<file path="src/rtl/clock_divider_pkg.sv">
// Shared types and constants for the multi-channel clock divider.
// The configuration word width is fixed here; the top's CNT_WIDTH is expected to match DIV_W.
package clock_divider_pkg;

  localparam logic MODE_TOGGLE = 1'b0;
  localparam logic MODE_PULSE  = 1'b1;

  localparam int DIV_W = 24;

  typedef struct packed {
    logic [DIV_W-1:0] div;
    logic             mode;
  } cfg_t;

  function automatic int ch_index_width(input int num_ch);
    return (num_ch > 1) ? $clog2(num_ch) : 1;
  endfunction

endpackage

</file>
<file path="src/rtl/clock_divider_channel.sv">
// One divider channel: wrap counter, active/shadow configuration and registered outputs.
// A shadow write is only copied into the active config at a wrap or while disabled.
module clock_divider_channel
  import clock_divider_pkg::*;
#(
  parameter logic [DIV_W-1:0] DEFAULT_DIV  = 124999,
  parameter logic             DEFAULT_MODE = MODE_TOGGLE
) (
  input  logic clock,
  input  logic reset,
  input  logic enable,
  input  logic sync,
  input  logic write,
  input  cfg_t cfg_in,
  output logic slow_clock,
  output logic tick,
  output logic pending
);

  localparam cfg_t RESET_CFG = '{div: DEFAULT_DIV, mode: DEFAULT_MODE};

  cfg_t             active;
  cfg_t             shadow;
  logic [DIV_W-1:0] count;
  logic             wrap;

  assign wrap = (count == active.div);

  always_ff @(posedge clock) begin
    if (reset) begin
      count      <= '0;
      active     <= RESET_CFG;
      shadow     <= RESET_CFG;
      pending    <= 1'b0;
      slow_clock <= 1'b0;
      tick       <= 1'b0;
    end else begin
      if (sync) begin
        // sync beats a wrap and never applies a pending write
        count      <= '0;
        slow_clock <= 1'b0;
        tick       <= 1'b0;
      end else if (!enable) begin
        count      <= '0;
        slow_clock <= 1'b0;
        tick       <= 1'b0;
        if (pending) begin
          active  <= shadow;
          pending <= 1'b0;
        end
      end else if (wrap) begin
        count <= '0;
        tick  <= 1'b1;
        if (pending) begin
          active     <= shadow;
          pending    <= 1'b0;
          slow_clock <= 1'b0;
        end else begin
          slow_clock <= (active.mode == MODE_PULSE) ? 1'b1 : ~slow_clock;
        end
      end else begin
        count <= count + 1'b1;
        tick  <= 1'b0;
        if (active.mode == MODE_PULSE) slow_clock <= 1'b0;
      end
      // write is only possible while nothing is pending, so it never collides with an apply
      if (write) begin
        shadow  <= cfg_in;
        pending <= 1'b1;
      end
    end
  end

endmodule

</file>
<file path="src/rtl/clock_divider_multi.sv">
// Multi-channel programmable clock divider: write decode, ready mux and channel array.
// Handshake: a write transfers when cfg_valid && cfg_ready; cfg_ready for cfg_ch is low while that channel still holds an unapplied write.
module clock_divider_multi
  import clock_divider_pkg::*;
#(
  parameter int                   NUM_CH       = 4,
  parameter int                   CNT_WIDTH    = DIV_W,
  parameter logic [CNT_WIDTH-1:0] DEFAULT_DIV  = 124999,
  parameter logic                 DEFAULT_MODE = MODE_TOGGLE
) (
  input  logic                                  clock,
  input  logic                                  reset,
  input  logic [NUM_CH-1:0]                     enable,
  input  logic                                  sync,
  input  logic                                  cfg_valid,
  output logic                                  cfg_ready,
  input  logic [ch_index_width(NUM_CH)-1:0]     cfg_ch,
  input  logic [CNT_WIDTH-1:0]                  cfg_div,
  input  logic                                  cfg_mode,
  output logic [NUM_CH-1:0]                     slow_clock,
  output logic [NUM_CH-1:0]                     tick
);

  localparam int CH_W = ch_index_width(NUM_CH);

  logic [NUM_CH-1:0] pending;
  logic [NUM_CH-1:0] write;
  cfg_t              cfg_word;

  assign cfg_word  = '{div: cfg_div, mode: cfg_mode};
  assign cfg_ready = ~pending[cfg_ch];

  for (genvar i = 0; i < NUM_CH; i++) begin : g_ch
    assign write[i] = cfg_valid && cfg_ready && (cfg_ch == CH_W'(i));

    clock_divider_channel #(
      .DEFAULT_DIV  (DEFAULT_DIV),
      .DEFAULT_MODE (DEFAULT_MODE)
    ) u_channel (
      .clock      (clock),
      .reset      (reset),
      .enable     (enable[i]),
      .sync       (sync),
      .write      (write[i]),
      .cfg_in     (cfg_word),
      .slow_clock (slow_clock[i]),
      .tick       (tick[i]),
      .pending    (pending[i])
    );
  end

endmodule

</file>
<file path="config.mk">
export PLATFORM = sky130hd
export DESIGN_NAME = clock_divider_multi
export DESIGN_NICKNAME = d
export VERILOG_FILES = /design/src/rtl/clock_divider_pkg.sv /design/src/rtl/clock_divider_channel.sv /design/src/rtl/clock_divider_multi.sv
export SDC_FILE = /design/constraint.sdc
export NUM_CORES = 1
export LEC_CHECK = 0
export ABC_CLOCK_PERIOD_IN_PS = 2700
export BUFFER_PORTS_ARGS = -buffer_cell sky130_fd_sc_hd__buf_4
export CORE_AREA = 2 2 205 157
export DETAILED_ROUTE_END_ITERATION = 8
export DIE_AREA = 0 0 207 159
export PLACE_DENSITY = 0.71
export SYNTH_ARGS = -nofsm -noshare
export SYNTH_HDL_FRONTEND = slang
export SYNTH_SLANG_ARGS = --single-unit
</file>
<file path="constraint.sdc">
create_clock -name clock -period 2.7 [get_ports clock]
set_input_delay 0.135 -clock clock [delete_from_list [all_inputs] [get_ports clock]]
set_output_delay 0.135 -clock clock [all_outputs]
set_load 0.03 [all_outputs]
</file>
* Word level (Yosys, flattened, before mapping) *
Index checks and enable logic that the tools add are counted.

storage, ports and cells
  bits in registers = 308

cells by class
  add/sub/neg operators = 4
  order comparisons = 1
  eq/ne operators = 19
  mux-type cells = 50
  bitwise operators = 10
  reductions and logical operators = 26

operators with widths
  operator               count
  $mux 25                12
  $add 24x1->24 const B  4
  $eq 24x24->1           4
  $mux 1                 37
  $ne 2x1->1 const B     8
  $reduce_and 2->1       8
  $reduce_or 4->1        4
  $ne 3x1->1 const B     4
  $reduce_or 3->1        4
  $not 1->1              10
  $reduce_bool 2->1      4
  $logic_and 1x1->1      5
  $eq 2x2->1 const B     2
  $lt 2x3->1 const B     1
  $bmux 1 s2             1
  $eq 2x1->1 const B     1
  $logic_not 2->1        1

* Longest topological paths before layout *
Gate-level depths: netlist of run 1.

  depth in word-level cells = 7
  gate-level depth with buffers = 7
  mapped depth without buffers = 6

* Hierarchy *
A second synthesis of run 1 with hierarchy kept.

second synthesis, totals
  cells, all modules = 1415
  area total of the unflattened synthesis = 13638.1 um^2

modules (own cells, without submodules)
  module                                         times used  cells each  area each (um^2)
  clock_divider_channel (g_ch[0].u_channel ...)  3           350         3378.2
  clock_divider_channel (g_ch[3].u_channel)      1           358         3439.5
  clock_divider_multi                            1           7           63.8

* Worst setup path before layout of run 1 *
OpenSTA, ideal clock, no wires.

  kind = register to register
  start = register g_ch[1].u_channel.count[12]
  end = register g_ch[1].u_channel.active[10] (netlist bit)
  setup time = 0.072 ns
  arrival time = 1.916 ns
  data required time = 2.628 ns
  setup slack = 0.713 ns
  cell stages (with the launch flop) = 8
  path buffers = 2
  path through = dfxtp_1 buf_6 xor2_2 nor4_2 nand2_2 o41ai_4 buf_6 mux2i_1

between the ends
  word-level cells in the longest chain between the ends = 3

ends and longest elaborated chain
  item                        line                         RTL
  start: declaration          clock_divider_channel.sv:24  logic [DIV_W-1:0] count;
  start signal: assignment    clock_divider_channel.sv:62  count <= count + 1'b1;
  $eq 24x24->1                clock_divider_channel.sv:27  assign wrap = (count == active.div);
  $ne 2x1->1 (no line)        -
  $reduce_and 2->1 (no line)  -
  end signal: assignment      clock_divider_channel.sv:48  active <= shadow;
  end signal: assignment      clock_divider_channel.sv:55  active <= shadow;
  end: declaration            clock_divider_channel.sv:22  cfg_t active;

Every way passes these cells.
A chain may end at the register's enable or synchronous reset.

* Worst setup path after layout of run 1 *
  start = register g_ch[1].u_channel.count[15]
  end = register g_ch[1].u_channel.active[19] (netlist bit)

Same word-level chain as after synthesis.

==> results of run 1 <==
[critical path, delay by kind of cell (launching register included)]
kind | cells | cell delay, ps
muxes | 1 | 240
AOI/OAI and AO/OA | 1 | 340
DFF | 1 | 460
and+or+nand+nor | 2 | 750
buffers and inverters | 1 | 370
xor gates and xnor gates | 1 | 100
[cell families (layout without fill, tap and decap cells)]
family / count (synthesis) / count (layout) / share of synthesized area
AOI/OAI and AO/OA: 90 / 90 / 0.04147
xor gates and xnor gates: 183 / 183 / 0.1181
muxes: 101 / 101 / 0.07471
buffers and inverters: 112 / 167 / 0.03991
adders and majority gates: 4 / 4 / 0.003653
and+or+nand+nor: 744 / 744 / 0.2721
DFF: 308 / 308 / 0.4501
[sequential cells by signal, indices dropped and copies added (netlist names)]
name and cells:
g_ch.u_channel.active 100, g_ch.u_channel.count 96, g_ch.u_channel.pending 4, g_ch.u_channel.shadow 100, g_ch.u_channel.slow_clock 4, g_ch.u_channel.tick 4
[layout make-up]
class / count / area, um2
clock buffers: 34 / 774.5
clock inverters: 18 / 279.0
fillers: 2835 / 15210
inverters: 24 / 90.09
multi-input cells: 1122 / 7007
flip-flops and latches: 308 / 6166
well taps: 406 / 508.0
repair buffers: 91 / 799.5
[final timing paths]
kind         slack (ps)                                      start  cells after the start                                   endpoint
max reg2reg         380     g_ch[1].u_channel.count[15]$_SDFF_PP0_                      6  g_ch[1].u_channel.active[19]$_SDFFE_PP0P_
min                  40                                       sync                      3     g_ch[2].u_channel.pending$_SDFFE_PP0P_
min reg2reg         450  g_ch[3].u_channel.shadow[22]$_SDFFE_PP0P_                      2  g_ch[3].u_channel.shadow[22]$_SDFFE_PP0P_
max                 380     g_ch[1].u_channel.count[15]$_SDFF_PP0_                      6  g_ch[1].u_channel.active[19]$_SDFFE_PP0P_
[cells in the mapped netlist (7+ instances only)]
library cell / instances
inv_1: 24
nand4_1: 24
nor4_1: 21
nor2_1: 188
nand2_1: 231
dfxtp_1: 308
xor2_1: 123
nor4_2: 11
buf_6: 11
and4_1: 10
clkbuf_1: 65
o21ai_0: 8
a21oi_1: 69
nand3b_1: 37
nor3_1: 27
and3_1: 8
and2_1: 7
xnor2_1: 58
buf_4: 10
mux2i_1: 100
nand2b_1: 128
nand3_1: 26
or3_1: 8
[power by group through the flow]
stage / combinational, W / sequential [W] / clock (W)
2_1_floorplan: 0.000269 / 0.00474 / 0
3_3_place_gp: 0.000419 / 0.00475 / 0
3_5_place_dp: 0.000427 / 0.00476 / 0
4_1_cts: 0.000463 / 0.00465 / 0.00461
5_1_grt: 0.000509 / 0.00466 / 0.00477
6_report: 0.000469 / 0.00465 / 0.00453
[per-stage QoR]
stage	instances	total power, W	area (um2)	setup WS (ps)	util
final	2003	0.009652	15620	378.3	0.5068
after global routing	2003	0.009939	15620	192.2	0.5068
after CTS	2003	0.009722	15620	366.7	0.5068
after detailed placement	1921	0.005183	14270	362.0	0.4629
after global placement	1921	0.005173	14270	491.8	0.4629
after floorplan	1542	0.005012	13700	712.9	-
[metal layers]
| layer | GRT usage | share of wire |
|---|---|---|
| met1 | 0.2771 | 0.49 |
| met2 | 0.2933 | 0.43 |
| met3 | 0.03373 | 0.055 |
| met4 | 0.04740 | 0.024 |
| met5 | 0 | 0 |
[repair_timing]
action | 4_1_cts | 5_1_grt
hold endpoints to repair | 112 | 0
gates resized for setup | 0 | 0
hold buffers | 30 | 0
==> impl_metrics.yaml, run 1 <==
outcome:
  status: "finished, final reports clean"
pwr:
  cellPowerDensity_nw_per_um2: 617.8
  switching_power_w: 0.002135
  p_clk_frac: 0.469
  p_sw_frac: 0.2212
  seqPwrFrac: 0.482
  irDropWorstVdd_uv: 485.6
  comb_power_share: 0.049
  p_leak_nw: 5.587
  p_int_w: 0.007517
timing:
  period_minus_slack_ps: 2322
  tightest_slew_ps: 1181
  finalCritPeriodShare: 0.8599
  finalSetupTns_ps: 0
  fin_skew_ps: 8.058
  whs_ps: 40.48
  rsz0062_at_grt: "false"
  relSlewSlack: 0.2129
  timing.fmax_mhz: 430.7
  setup_viol: 0
  hold_viol_final: 0
  slew_violations: 0
synth:
  synth_area_per_cell_um2: 8.884
  synthCells: 1542
  ys.flop_type: "dfxtp_1"
  ys_seq_area_frac: 0.4501
  syn_area_um2: 13700
  postSynth.asyncResetShare: 0
  synth.area.top_cells: "dfxtp_1, xor2_1, mux2i_1, nand2_1, nand2b_1"
  synth_edf_count: 0
  synth_cell_type_count: 41
  synth_top_area_share: 0.4501
  synth_fp_nets: 1581
  yosys.area.top_type: "dfxtp_1"
  ys_seq_elements: 308
  synth_warnings: 0
worst_setup_path:
  start_kind: "register"
  crit_type: "register to register"
  crit_arrival_ps: 2800
  max_stage_delay_ps: 460
  critPathMaxFanout: 17
  crit_path_end_kind: "register"
  crit_chain: "xor2_1 > nor4_1 > nand4_1 > o41ai_4 > buf_4 > mux2i_1"
  crit_slowest_cell: "dfxtp_1"
  critPathRequiredTime_ps: 3180
drt:
  wl_per_cell_um: 15.94
  vias: 10260
  drt-total-wl_mm: 31.93
  via_per_inst: 5.120
  drtPass1Iterations: 5
  drt_iter0_markers: 774
  drcViolationCount: 0
  ant_nets: 0
cells_and_area:
  layout_commonest_cell: "dfxtp_1"
  insertedDiodeCount: 0
  drive_gt1_frac: 0.08766
  layout_common_cells: "dfxtp_1, nand2_1, nor2_1"
  area_growth_syn_to_layout_pct: 14.05
  nets: 1614
global_route:
  grt_pass1_wl_mm: 51.47
  grt_pass1_vias: 9655
  grt_usage: 0.1909
  grt_max_degree: 305
  grt.overflow.total: 0
  grt_antenna_before_repair: 0
cts:
  post_cts_buffers: 0
  cts_tree: "done"
  ctsLongestPathBuffers: 3
  h-tree-depth: 1
  clock_latency_ps: 560
  clk_pin_slew_ps: 70
  root_buffer: "clkbuf_16"
  cts_num_sinks: 308
  cts_buffers: 28
floorplan:
  fp.dieW_um: 207
  initial_utilization: 0.4444
  die_area_um2: 32910
  dieHeight_um: 159
  pin_count: 44
  core_area_um2: 30830
  rows: 56
place:
  dp_hpwl_mm: 21.33
  gp_congestion: 0.8254
  port_buffers: 43
job:
  maxCapViolations: 0
worst_hold_path:
  holdCritPathClass: "primary input to register"
Note: power is estimated with default switching activity, not from simulation.
==> run 2: changes to the inputs <==
Settings changed: RECOVER_POWER set to 25, SLEW_MARGIN set to 20.
==> impl_metrics.yaml, run 2 (synthesis gave the netlist of run 1 again) <==
worst_hold_path:
  min_from: "sync"
  holdCritPathClass: "primary input to register"
drt:
  top_layer_used: "met4"
  wl_met2_mm: 13.83
  vias: 10240
  drt_iter0_markers: 735
  wl_per_cell_um: 15.91
  drt-met1-wl_mm: 15.57
  drt-total-wl_mm: 31.87
  via_per_inst: 5.114
  drtPass1Iterations: 6
  drcViolationCount: 0
  ant_nets: 0
  wl_met3_mm: 1.706
cts:
  cts_resized: 0
  post_cts_buffers: 0
  cts_buffers: 28
  cts_tree: "done"
  h-tree-depth: 1
  clock_latency_ps: 560
  root_buffer: "clkbuf_16"
  cts_num_sinks: 308
  cts_hold_buf: 30
  clk_pin_slew_ps: 70
  ctsLongestPathBuffers: 3
place:
  port_buffers: 43
  dpl_worst_slack_ps: 362.0
  postPlaceCellArea_um2: 14270
  dp.cells: 1921
  dp_hpwl_mm: 21.33
  gp_congestion: 0.8254
global_route:
  grt_max_degree: 305
  grt.overflow.total: 0
  grt_usage: 0.1909
  grt_pass1_wl_mm: 51.47
  grt_pass1_vias: 9655
  grt_antenna_before_repair: 0
worst_setup_path:
  crit_path_end_kind: "register"
  crit_type: "register to register"
  critPathMaxFanout: 25
  crit_arrival_ps: 2860
  critPathLaunch: "g_ch[3].u_channel.count[16]$_SDFF_PP0_"
  start_kind: "register"
  r2r-start: "g_ch[3].u_channel.count[16]$_SDFF_PP0_"
  critPathRequiredTime_ps: 3190
timing:
  finalCritPeriodShare: 0.8784
  slew_violations: 0
  fin_skew_ps: 8.606
  period_minus_slack_ps: 2372
  setup_viol: 0
  finalWorstSetupSlack_ps: 328.3
  tightest_slew_ps: 1293
  hold_viol_final: 0
  timing.fmax_mhz: 421.6
  relSlewSlack: 0.1379
  finalSetupTns_ps: 0
  rsz0062_at_grt: "false"
cells_and_area:
  layout_common_cells: "dfxtp_1, nand2_1, nor2_1"
  n_fill_cell: 2854
  nets: 1614
  insertedDiodeCount: 0
  layout_commonest_cell: "dfxtp_1"
  instances_no_fill: 2003
  drive_gt1_frac: 0.07952
  multiInputGateArea_um2: 6988
  top_regs: "g_ch.u_channel.active: 100 flops, g_ch.u_channel.shadow: 100 flops, g_ch.u_channel.count: 96 flops"
  area_growth_syn_to_layout_pct: 13.64
  regArea_um2: 6166
  stdcell_area_um2: 15570
pwr:
  p_leak_nw: 5.516
  irDropWorstVdd_uv: 484.0
  cellPowerDensity_nw_per_um2: 619.5
floorplan:
  initial_utilization: 0.4444
  die_area_um2: 32910
  pin_count: 44
  fp.dieW_um: 207
  rows: 56
  dieHeight_um: 159
  core_area_um2: 30830
outcome:
  status: "finished, final reports clean"
job:
  maxCapViolations: 0
==> run 2: cell count changes in the layout (fill, tap and decap cells not counted), sizes merged <==
cell    delta
buf       -10
clkbuf    +10
==> run 2: final cells by class <==
class	count	share of cell area
Clock buffer	34	0.04975
Sequential cell	308	0.3961
Clock inverter	18	0.01792
Multi-Input combinational cell	1122	0.4489
Tap cell	406	0.03263
Timing Repair Buffer	91	0.04895
Inverter	24	0.005787
==> run 2: worst paths after layout <==
path | to | slack (ps) | depth (start not counted)
max reg2reg | g_ch[3].u_channel.active[3]$_SDFFE_PP1P_ | 330 | 6
min | g_ch[2].u_channel.pending$_SDFFE_PP0P_ | 40 | 3
min reg2reg | g_ch[3].u_channel.shadow[22]$_SDFFE_PP0P_ | 450 | 2
max | g_ch[3].u_channel.active[3]$_SDFFE_PP1P_ | 330 | 6
==> run 2: through the flow <==
stage                     total power [W]    util  hold WS [ps]
after floorplan                  0.005012       -         255.8
after global placement           0.005173  0.4629         420.7
after detailed placement         0.005183  0.4629         433.8
after CTS                        0.009722  0.5068         14.60
after global routing             0.009938  0.5050         54.47
final                            0.009645  0.5050         36.96
==> run 2: worst max-delay path, cell delays in order (launching register included) <==
cell and delay [ps]:
dfxtp_1 500, xor2_1 120, nor4_2 280, nand4_1 370, o41ai_4 320, buf_4 440, mux2i_1 250
==> run 2: routing by layer <==
| layer | vias up | track usage |
|---|---|---|
| li1 | 5117 | - |
| met1 | 4849 | 0.2771 |
| met2 | 224 | 0.2933 |
| met3 | 54 | 0.03373 |
| met4 | 0 | 0.04740 |
| met5 | - | 0 |
==> run 2: report_power, final <==
part           leakage (nW)  switching [W]  internal, W
Clock                 0.520        0.00181      0.00272
Sequential             2.49      0.0000429      0.00461
Combinational          2.50       0.000279     0.000188
Total                  5.52        0.00213      0.00752
